**src/rtl/uart_rx_pkg.sv**
```systemverilog
// Shared definitions for the UART receiver that fills the message RAM:
// FSM state encodings, the line-feed terminator and the bit-time helper.
package uart_rx_pkg;

  typedef logic [2:0] state_t;

  localparam state_t IDLE   = 3'd0;
  localparam state_t START  = 3'd1;
  localparam state_t DATA   = 3'd2;
  localparam state_t PARITY = 3'd3;
  localparam state_t STOP   = 3'd4;
  localparam state_t WRITE  = 3'd5;
  localparam state_t BREAK  = 3'd6;

  localparam logic [7:0] LINE_FEED = 8'h0A;

  // Number of clocks per serial bit.
  function automatic int bit_time(input int clock_frequency, input int baud_rate);
    return clock_frequency / baud_rate;
  endfunction

endpackage

```
**src/rtl/uart_bit_timer.sv**
```systemverilog
// Loadable down-counter used to space the receiver's bit samples.
// Expired is high for exactly one cycle, LoadValue cycles after a load,
// so the FSM acts on the clock edge LoadValue cycles after loading.
module uart_bit_timer #(
  parameter int Width = 5
) (
  input  logic             Clock,
  input  logic             Reset,
  input  logic             Load,
  input  logic [Width-1:0] LoadValue,
  output logic             Expired
);

  logic [Width-1:0] count;

  // Count down to zero and park there until the next load.
  always_ff @(posedge Clock or negedge Reset) begin
    if (!Reset) begin
      count <= '0;
    end else if (Load) begin
      count <= LoadValue;
    end else if (count != '0) begin
      count <= count - Width'(1);
    end
  end

  assign Expired = (count == Width'(1));

endmodule

```
**src/rtl/uart_rx_ram_writer.sv**
```systemverilog
// UART receiver that writes each received character into the 21x7 message
// RAM at an auto-incrementing address. A line feed ends the message and
// rewinds the address to 0.
// Optional feature: define UART_RX_PARITY_CHECK_EN for 8E1 frames with a
// ParityError pulse; the default build receives 8N1 frames.
module uart_rx_ram_writer
  import uart_rx_pkg::*;
#(
  parameter int ClockFrequency = 1600,
  parameter int BaudRate       = 100,
  parameter int DataLength     = 7,
  parameter int AddressBits    = 5,
  parameter int MemorySize     = 21
) (
  input  logic                   Clock,
  input  logic                   Reset,
  input  logic                   SerialIn,
  output logic                   ReadOrWrite,
  output logic [AddressBits-1:0] Address,
  output logic [DataLength-1:0]  InputValue,
  output logic                   MessageDone,
  output logic                   FramingError
`ifdef UART_RX_PARITY_CHECK_EN
  ,
  output logic                   ParityError
`endif
);

  localparam int BitTime    = bit_time(ClockFrequency, BaudRate);
  localparam int TimerWidth = $clog2(BitTime) + 1;

  localparam logic [TimerWidth-1:0]  FullBit     = TimerWidth'(BitTime);
  localparam logic [TimerWidth-1:0]  HalfBit     = TimerWidth'(BitTime / 2);
  localparam logic [AddressBits-1:0] LastAddress = AddressBits'(MemorySize - 1);

  logic sync_meta;
  logic rx;

  state_t state;
  state_t state_next;

  logic [2:0] bit_index;
  logic [7:0] shift_reg;
  logic [7:0] shifted;

  logic                  timer_load;
  logic [TimerWidth-1:0] timer_value;
  logic                  timer_expired;

  logic sample_bit;
  logic framing_hit;

`ifdef UART_RX_PARITY_CHECK_EN
  logic parity_sample;
  logic parity_bad;
  logic parity_mismatch;
`endif

  // Bring the asynchronous RX line into the clock domain.
  always_ff @(posedge Clock or negedge Reset) begin
    if (!Reset) begin
      sync_meta <= 1'b1;
      rx        <= 1'b1;
    end else begin
      sync_meta <= SerialIn;
      rx        <= sync_meta;
    end
  end

  uart_bit_timer #(
    .Width(TimerWidth)
  ) u_bit_timer (
    .Clock    (Clock),
    .Reset    (Reset),
    .Load     (timer_load),
    .LoadValue(timer_value),
    .Expired  (timer_expired)
  );

  assign shifted = {rx, shift_reg[7:1]};

`ifdef UART_RX_PARITY_CHECK_EN
  assign parity_mismatch = (^shift_reg) ^ rx;
`endif

  // Frame sequencing: half-bit delay to the start-bit centre, then one
  // full bit per sample; the timer is reloaded on every timed transition.
  always_comb begin
    state_next  = state;
    timer_load  = 1'b0;
    timer_value = FullBit;
    sample_bit  = 1'b0;
    framing_hit = 1'b0;
`ifdef UART_RX_PARITY_CHECK_EN
    parity_sample = 1'b0;
`endif
    case (state)
      IDLE: begin
        if (!rx) begin
          timer_load  = 1'b1;
          timer_value = HalfBit;
          state_next  = START;
        end
      end
      START: begin
        if (timer_expired) begin
          if (!rx) begin
            timer_load = 1'b1;
            state_next = DATA;
          end else begin
            state_next = IDLE;
          end
        end
      end
      DATA: begin
        if (timer_expired) begin
          sample_bit = 1'b1;
          timer_load = 1'b1;
          if (bit_index == 3'd7) begin
`ifdef UART_RX_PARITY_CHECK_EN
            state_next = PARITY;
`else
            state_next = STOP;
`endif
          end
        end
      end
`ifdef UART_RX_PARITY_CHECK_EN
      PARITY: begin
        if (timer_expired) begin
          parity_sample = 1'b1;
          timer_load    = 1'b1;
          state_next    = STOP;
        end
      end
`endif
      STOP: begin
        if (timer_expired) begin
          if (!rx) begin
            framing_hit = 1'b1;
            state_next  = BREAK;
`ifdef UART_RX_PARITY_CHECK_EN
          end else if (parity_bad) begin
            state_next = IDLE;
`endif
          end else begin
            state_next = WRITE;
          end
        end
      end
      WRITE: begin
        state_next = IDLE;
      end
      BREAK: begin
        if (rx) begin
          state_next = IDLE;
        end
      end
      default: begin
        state_next = IDLE;
      end
    endcase
  end

  // State register; reset abandons any frame in progress.
  always_ff @(posedge Clock or negedge Reset) begin
    if (!Reset) begin
      state <= IDLE;
    end else begin
      state <= state_next;
    end
  end

  // Deserialize LSB first and latch the character once bit 7 is in, so
  // InputValue is already stable through the stop bit and the write.
  always_ff @(posedge Clock or negedge Reset) begin
    if (!Reset) begin
      bit_index  <= 3'd0;
      shift_reg  <= 8'h00;
      InputValue <= '0;
    end else begin
      if (state != DATA) begin
        bit_index <= 3'd0;
      end else if (sample_bit) begin
        bit_index <= bit_index + 3'd1;
      end
      if (sample_bit) begin
        shift_reg <= shifted;
        if (bit_index == 3'd7) begin
          InputValue <= shifted[DataLength-1:0];
        end
      end
    end
  end

  // Advance the write address after each write; a line feed rewinds it.
  always_ff @(posedge Clock or negedge Reset) begin
    if (!Reset) begin
      Address <= '0;
    end else if (state == WRITE) begin
      if (shift_reg == LINE_FEED) begin
        Address <= '0;
      end else if (Address == LastAddress) begin
        Address <= '0;
      end else begin
        Address <= Address + AddressBits'(1);
      end
    end
  end

  // One-cycle error pulse for a stop bit sampled low.
  always_ff @(posedge Clock or negedge Reset) begin
    if (!Reset) begin
      FramingError <= 1'b0;
    end else begin
      FramingError <= framing_hit;
    end
  end

`ifdef UART_RX_PARITY_CHECK_EN
  // Even-parity check; a mismatch suppresses the write and pulses once.
  always_ff @(posedge Clock or negedge Reset) begin
    if (!Reset) begin
      parity_bad  <= 1'b0;
      ParityError <= 1'b0;
    end else begin
      ParityError <= parity_sample && parity_mismatch;
      if (parity_sample) begin
        parity_bad <= parity_mismatch;
      end
    end
  end
`endif

  assign ReadOrWrite = (state != WRITE);
  assign MessageDone = (state == WRITE) && (shift_reg == LINE_FEED);

endmodule

```
**config.mk**
```make
export PLATFORM = sky130hd
export DESIGN_NAME = uart_rx_ram_writer
export DESIGN_NICKNAME = d
export VERILOG_FILES = /design/src/rtl/uart_rx_pkg.sv /design/src/rtl/uart_bit_timer.sv /design/src/rtl/uart_rx_ram_writer.sv
export SDC_FILE = /design/constraint.sdc
export NUM_CORES = 1
export LEC_CHECK = 0
export ABC_AREA = 1
export BUFFER_PORTS_ARGS = -buffer_cell sky130_fd_sc_hd__buf_2
export CORE_MARGIN = 2
export CORE_UTILIZATION = 30
export CTS_BUF_LIST = sky130_fd_sc_hd__clkbuf_8
export DETAILED_ROUTE_END_ITERATION = 10
export GPL_TIMING_DRIVEN = 0
export SYNTH_ARGS = -nofsm -noshare
export SYNTH_HDL_FRONTEND = slang
export SYNTH_SLANG_ARGS = --single-unit
```
**constraint.sdc**
```tcl
create_clock -name Clock -period 2.3 [get_ports Clock]
set_input_delay 0.345 -clock Clock [delete_from_list [all_inputs] [get_ports Clock]]
set_output_delay 0.345 -clock Clock [all_outputs]
set_load 0.02 [all_outputs]
```
After elaboration in Yosys (flattened, before gate mapping)

Index checks and enable logic that the tools add are counted.
W data, S select, Z words.

Shifts and indexed selects: 0
Equal/unequal tests: 17
Divide/modulo/power cells: 0
Reductions and logical operators: 7
Order comparisons: 0
Bitwise logic cells: 0
Multipliers: 0
Muxes and demuxes: 23
Add/subtract/negate cells: 3

Operators with widths:

| kind                  | count |
|---|---|
| $mux W5               | 6 |
| $mux W3               | 8 |
| $pmux W3 S5           | 1 |
| $eq A3 B3 Y1 const B  | 4 |
| $ne A2 B2 Y1 const B  | 6 |
| $eq A8 B4 Y1 const B  | 1 |
| $reduce_and A6 Y1     | 1 |
| $add A5 B1 Y5 const B | 1 |
| $eq A5 B1 Y1 const B  | 1 |
| $eq A5 B5 Y1 const B  | 1 |
| $mux W1               | 5 |
| $reduce_bool A5 Y1    | 1 |
| $sub A5 B1 Y5 const B | 1 |
| $mux W2               | 2 |
| $reduce_bool A2 Y1    | 2 |
| $add A3 B1 Y3 const B | 1 |
| $eq A3 B1 Y1 const B  | 1 |
| $eq A3 B2 Y1 const B  | 1 |
| $logic_not A3 Y1      | 1 |
| $ne A3 B2 Y1 const B  | 1 |
| $ne A3 B3 Y1 const B  | 1 |
| $pmux W1 S3           | 1 |
| $reduce_and A2 Y1     | 1 |
| $logic_and A1 B1 Y1   | 1 |

Bits in writable memories: 0
Output and inout port bits: 15
Memories kept: 0
Flip-flop bits (word level): 34
ROM bits: 0
Latch bits: 0

Depth between registers and ports, before layout

Word-level depth: 5
Mapped depth: 9
Depth with buffers taken out: 9

Hierarchy

Synthesis repeated with hierarchy kept, for this count alone.

Cell total of the unflattened synthesis: 207
Area total of the unflattened synthesis: 1,737.9 µm²

Modules (own cells, without submodules):

| module             | area each (µm²) | cells each | seq. area each (µm²) | times used |
|---|---|---|---|---|
| uart_rx_ram_writer | 1,397.6         | 160        | 728.2                | 1 |
| uart_bit_timer     | 340.3           | 47         | 125.1                | 1 |

Worst setup path after synthesis

Ideal clock, no wire load.

Path kind: register to output
Start point: reg state[1]
End point: out MessageDone
Data required time: 1.955 ns
Arrival time: 1.172 ns
Setup slack: 0.783 ns
Buffers on the path: 0
Stages on the path, launching flop included: 4
Cells stage by stage: dfrtp_1 nor2_1 nand2_1 nor2_1

Cells in the longest elaborated chain, start to end: 2

RTL lines:

| what                     | line                      | source |
|---|---|---|
| start: declaration       | uart_rx_ram_writer.sv:39  | `state_t state;` |
| start signal: assignment | uart_rx_ram_writer.sv:170 | `state <= state_next;` |
| $eq A3 B3 Y1             | uart_rx_ram_writer.sv:236 | `assign MessageDone = (state == WRITE) && (shift_reg == LINE_FEED);` |
| $logic_and A1 B1 Y1      | uart_rx_ram_writer.sv:236 |  |
| end: declaration         | uart_rx_ram_writer.sv:21  | `output logic MessageDone,` |

Every way passes these cells.

Final worst setup path

Start point: reg shift_reg[2]
End point: out MessageDone

Cells in the longest elaborated chain, start to end: 2

RTL lines:

| what                     | line                      | source |
|---|---|---|
| start: declaration       | uart_rx_ram_writer.sv:43  | `logic [7:0] shift_reg;` |
| start signal: assignment | uart_rx_ram_writer.sv:188 | `shift_reg <= shifted;` |
| $eq A8 B4 Y1             | uart_rx_ram_writer.sv:236 |  |
| $logic_and A1 B1 Y1      | uart_rx_ram_writer.sv:236 |  |

Every way passes these cells.

==> metrics.md <==
| Metric | Value |
|---|---|
| Status | finished clean |
| Required @ worst endpoint | 1.96 ns |
| Arr. time, crit path | approximately 1.5 ns |
| RSZ-0062 raised after global routing | false |
| Dpl hpwl | ~2.4 mm |
| Die X | 79.9 um |
| Synth cell types | 24 |
| Dpl ws | 0.755 ns |
| Layout Skew | 0.00234 ns |
| Die height | 79.9 um |
| Initial antenna violation count | 0 |
| Dominant cell type by area after synthesis | dfrtp_1 |
| RD Place Congestion | 0.792 |
| Post-Syn Instances | 198 |
| Hold crit path type | input port to asynchronous set/reset pin |
| Reg2Reg Depth | 9 |
| Worst setup path class | flop to primary output |
| Synth area leaders | dfrtp_1 46%, nand2_1 13%, inv_1 5.6% |
| Pins over their slew limit | 0 |
| Die area | 0.00638 mm^2 |
| Min Tclk post-route | 1.82 ns |
| Post-CTS Resized | 0 |
| Via Count | 1321 |
| Yosys warning count | 0 |
| I/O Pins | 18 |
| Primary FF master, synth | dfrtp_1 |
| Endpoints failing hold | 0 |
| Max VDD drop | 0.579 mV |
| Core ar. | 0.00554 mm^2 |
| Pre-antenna DRT Iters | 4 |
| Mapped Nets | 207 |
| Clock sinks | 34 |
| Worst reg-to-reg setup slack | around 0.75 ns |
| IO buf count | 17 |
| Slew of the pin with the lowest slew margin | 0.755 ns |
| Drt initial violations | 69 |
| Kind of end point of the critical path | primary output |
| Final instance area | 0.00198 mm^2 |
| Max_slew headroom | 0.497 |
| Total global routing track utilization | 0.117 |
| Synthesis-to-layout area growth | 14.8% |
| Worst setup margin | about 0.48 ns |
| Pwr Total | about 0.0020 W |
| Hold-fix buffers, CTS | 0 |
| First-pass GRT wire length | 5.86 mm |
| Final setup violation count | 0 |
| Avg Inst Size Synth | 8.73 um^2 |
| P_leak | ~1.0 nW |
| Number of global-route vias before repair | 1280 |
| Clk_lat worst skew | around 0.28 ns |
| Max cap viols | 0 |
| Antenna diode count | 0 |
| Residual DRC | 0 |
| WL final | 3.25 mm |
| Effective utilization at floorplan | 0.312 |
| Avg WL per Cell | 11.0 um |
| Drt via density | 4.48 |
| Layout Nets | between 200 and 250 |
| CTS buffer count | 5 |
| Top-area cell type share of the netlist area | 0.463 |
| Critical path peak fanout | 6 |
| Cell with the most instances after synthesis | nand2_1 |
| Flop and latch count out of synthesis | 34 |
| Async SR Flop Fraction | 1.00 |
| Number of flops mapped to enable cells by yosys | 0 |
| Max reg flops | 8 |
| PD cells | 1000 mW/mm^2 |
| Clk buf depth | 2 |
| CTS root buf | clkbuf_8 |
| Postcts setup bufs | 0 |
| H-tree Lvls | 2 |
| Finished Core Util | 0.358 |
| CTS tree | done |
| Worst r2r dst | state[1]$_DFFE_PN0P_ |
| Max Freq | ~0.55 GHz |
| CP Launch Type | flop |
| Largest net degree at the start of global routing | 35 |
| Mapped Area | 0.00173 mm^2 |
| Worst R2R Start | u_bit_timer.count[1]$_DFFE_PN0P_ |
| Row Count | 27 |
| Worst-path clk slew | approximately 0.07 ns |
| Sequential-to-total area share from yosys stat | 0.494 |
| Routed Antenna Nets | 0 |
| Final worst path period share | 0.793 |
| Share of cells above drive strength 1 | 0.197 |
| Setup TNS | 0 ns |
| Post-synth top cells | 59 x nand2_1, 32 x dfrtp_1, 26 x inv_1 |
| Gr ovfl total | 0 |
| Dpl cell area | 0.00190 mm^2 |
where the power goes:
group          internal [W]  leakage [nW]  switching (W)  total [W]
Sequential         0.000710         0.453       0.000116   0.000826
Clock              0.000201        0.0519       0.000203   0.000404
Combinational      0.000264         0.537       0.000498   0.000762
Total               0.00117          1.04       0.000816    0.00199
worst max-delay path by stage:
stage | from | endpoint
after global placement | u_bit_timer.count[1]$_DFFE_PN0P_ | state[2]$_DFFE_PN0P_
after detailed placement | u_bit_timer.count[1]$_DFFE_PN0P_ | state[2]$_DFFE_PN0P_
after global routing | shift_reg[2]$_DFFE_PN0P_ | MessageDone
after CTS | shift_reg[2]$_DFFE_PN0P_ | MessageDone
final | shift_reg[2]$_DFFE_PN0P_ | MessageDone
after floorplan | state[1]$_DFFE_PN0P_ | MessageDone
worst max-delay path, cell delays in order (launching register included):
cell and delay (ns):
dfrtp_1 0.38, inv_1 0.11, nand2_1 0.07, nor3_1 0.15
nand2_1 0.20, nor2_1 0.12, buf_2 0.17
metal layers:
| layer | vias to the layer above | global-route usage | share of wire |
|---|---|---|---|
| met3 | 4 | 0.0305 | 0.033 |
| met5 | - | 0 | 0 |
| met2 | 18 | 0.182 | 0.46 |
| li1 | 689 | - | - |
| met4 | 0 | 0.0441 | 0.013 |
| met1 | 610 | 0.155 | 0.50 |
cell families after synthesis:
| family | synth area share |
|---|---|
| buffers and inverters | 0.0818 |
| flip-flops | 0.494 |
| adder cells (fa/ha/maj) | 0.0434 |
| XOR/XNOR | 0.0203 |
| AND/OR/NAND/NOR | 0.274 |
| AO/OA/AOI/OAI | 0.0862 |
per-stage QoR:
step | std cells | hold slack (ns)
2_1_floorplan | 198 | 0.0494
5_1_grt | 295 | 0.145
3_3_place_gp | 287 | 0.351
3_5_place_dp | 287 | 0.349
4_1_cts | 295 | 0.148
6_report | 295 | 0.126
layout make-up:
type / count / area, um^2
fillers: 603 / 3560
flip-flops and latches: 34 / 853
multi-input cells: 133 / 733
inverters: 28 / 108
well taps: 72 / 90.1
repair buffers: 17 / 85.1
clock buffers: 5 / 68.8
plain buffers: 3 / 33.8
clock inverters: 3 / 11.3
placed cells by master, fill, tap and decap left out:
master	synthesis	final
buf_6	3	3
nor2_1	7	7
nor2_2	2	2
dfstp_2	2	2
o21ai_0	10	10
xor2_1	4	4
nand3_1	15	15
nor3_1	3	3
o21ai_2	7	7
a31oi_1	1	1
o21bai_1	1	1
nand2_4	1	1
inv_1	26	29
nand4_1	9	9
o21ai_1	3	3
a21oi_2	1	1
inv_4	1	1
inv_2	1	1
nand2_1	59	59
buf_2	0	17
dfrtp_1	32	32
nand3_4	2	2
nand3_2	1	1
ha_1	6	6
nor2_4	1	1
clkbuf_8	0	5
Power figures use the tool's default switching activity.
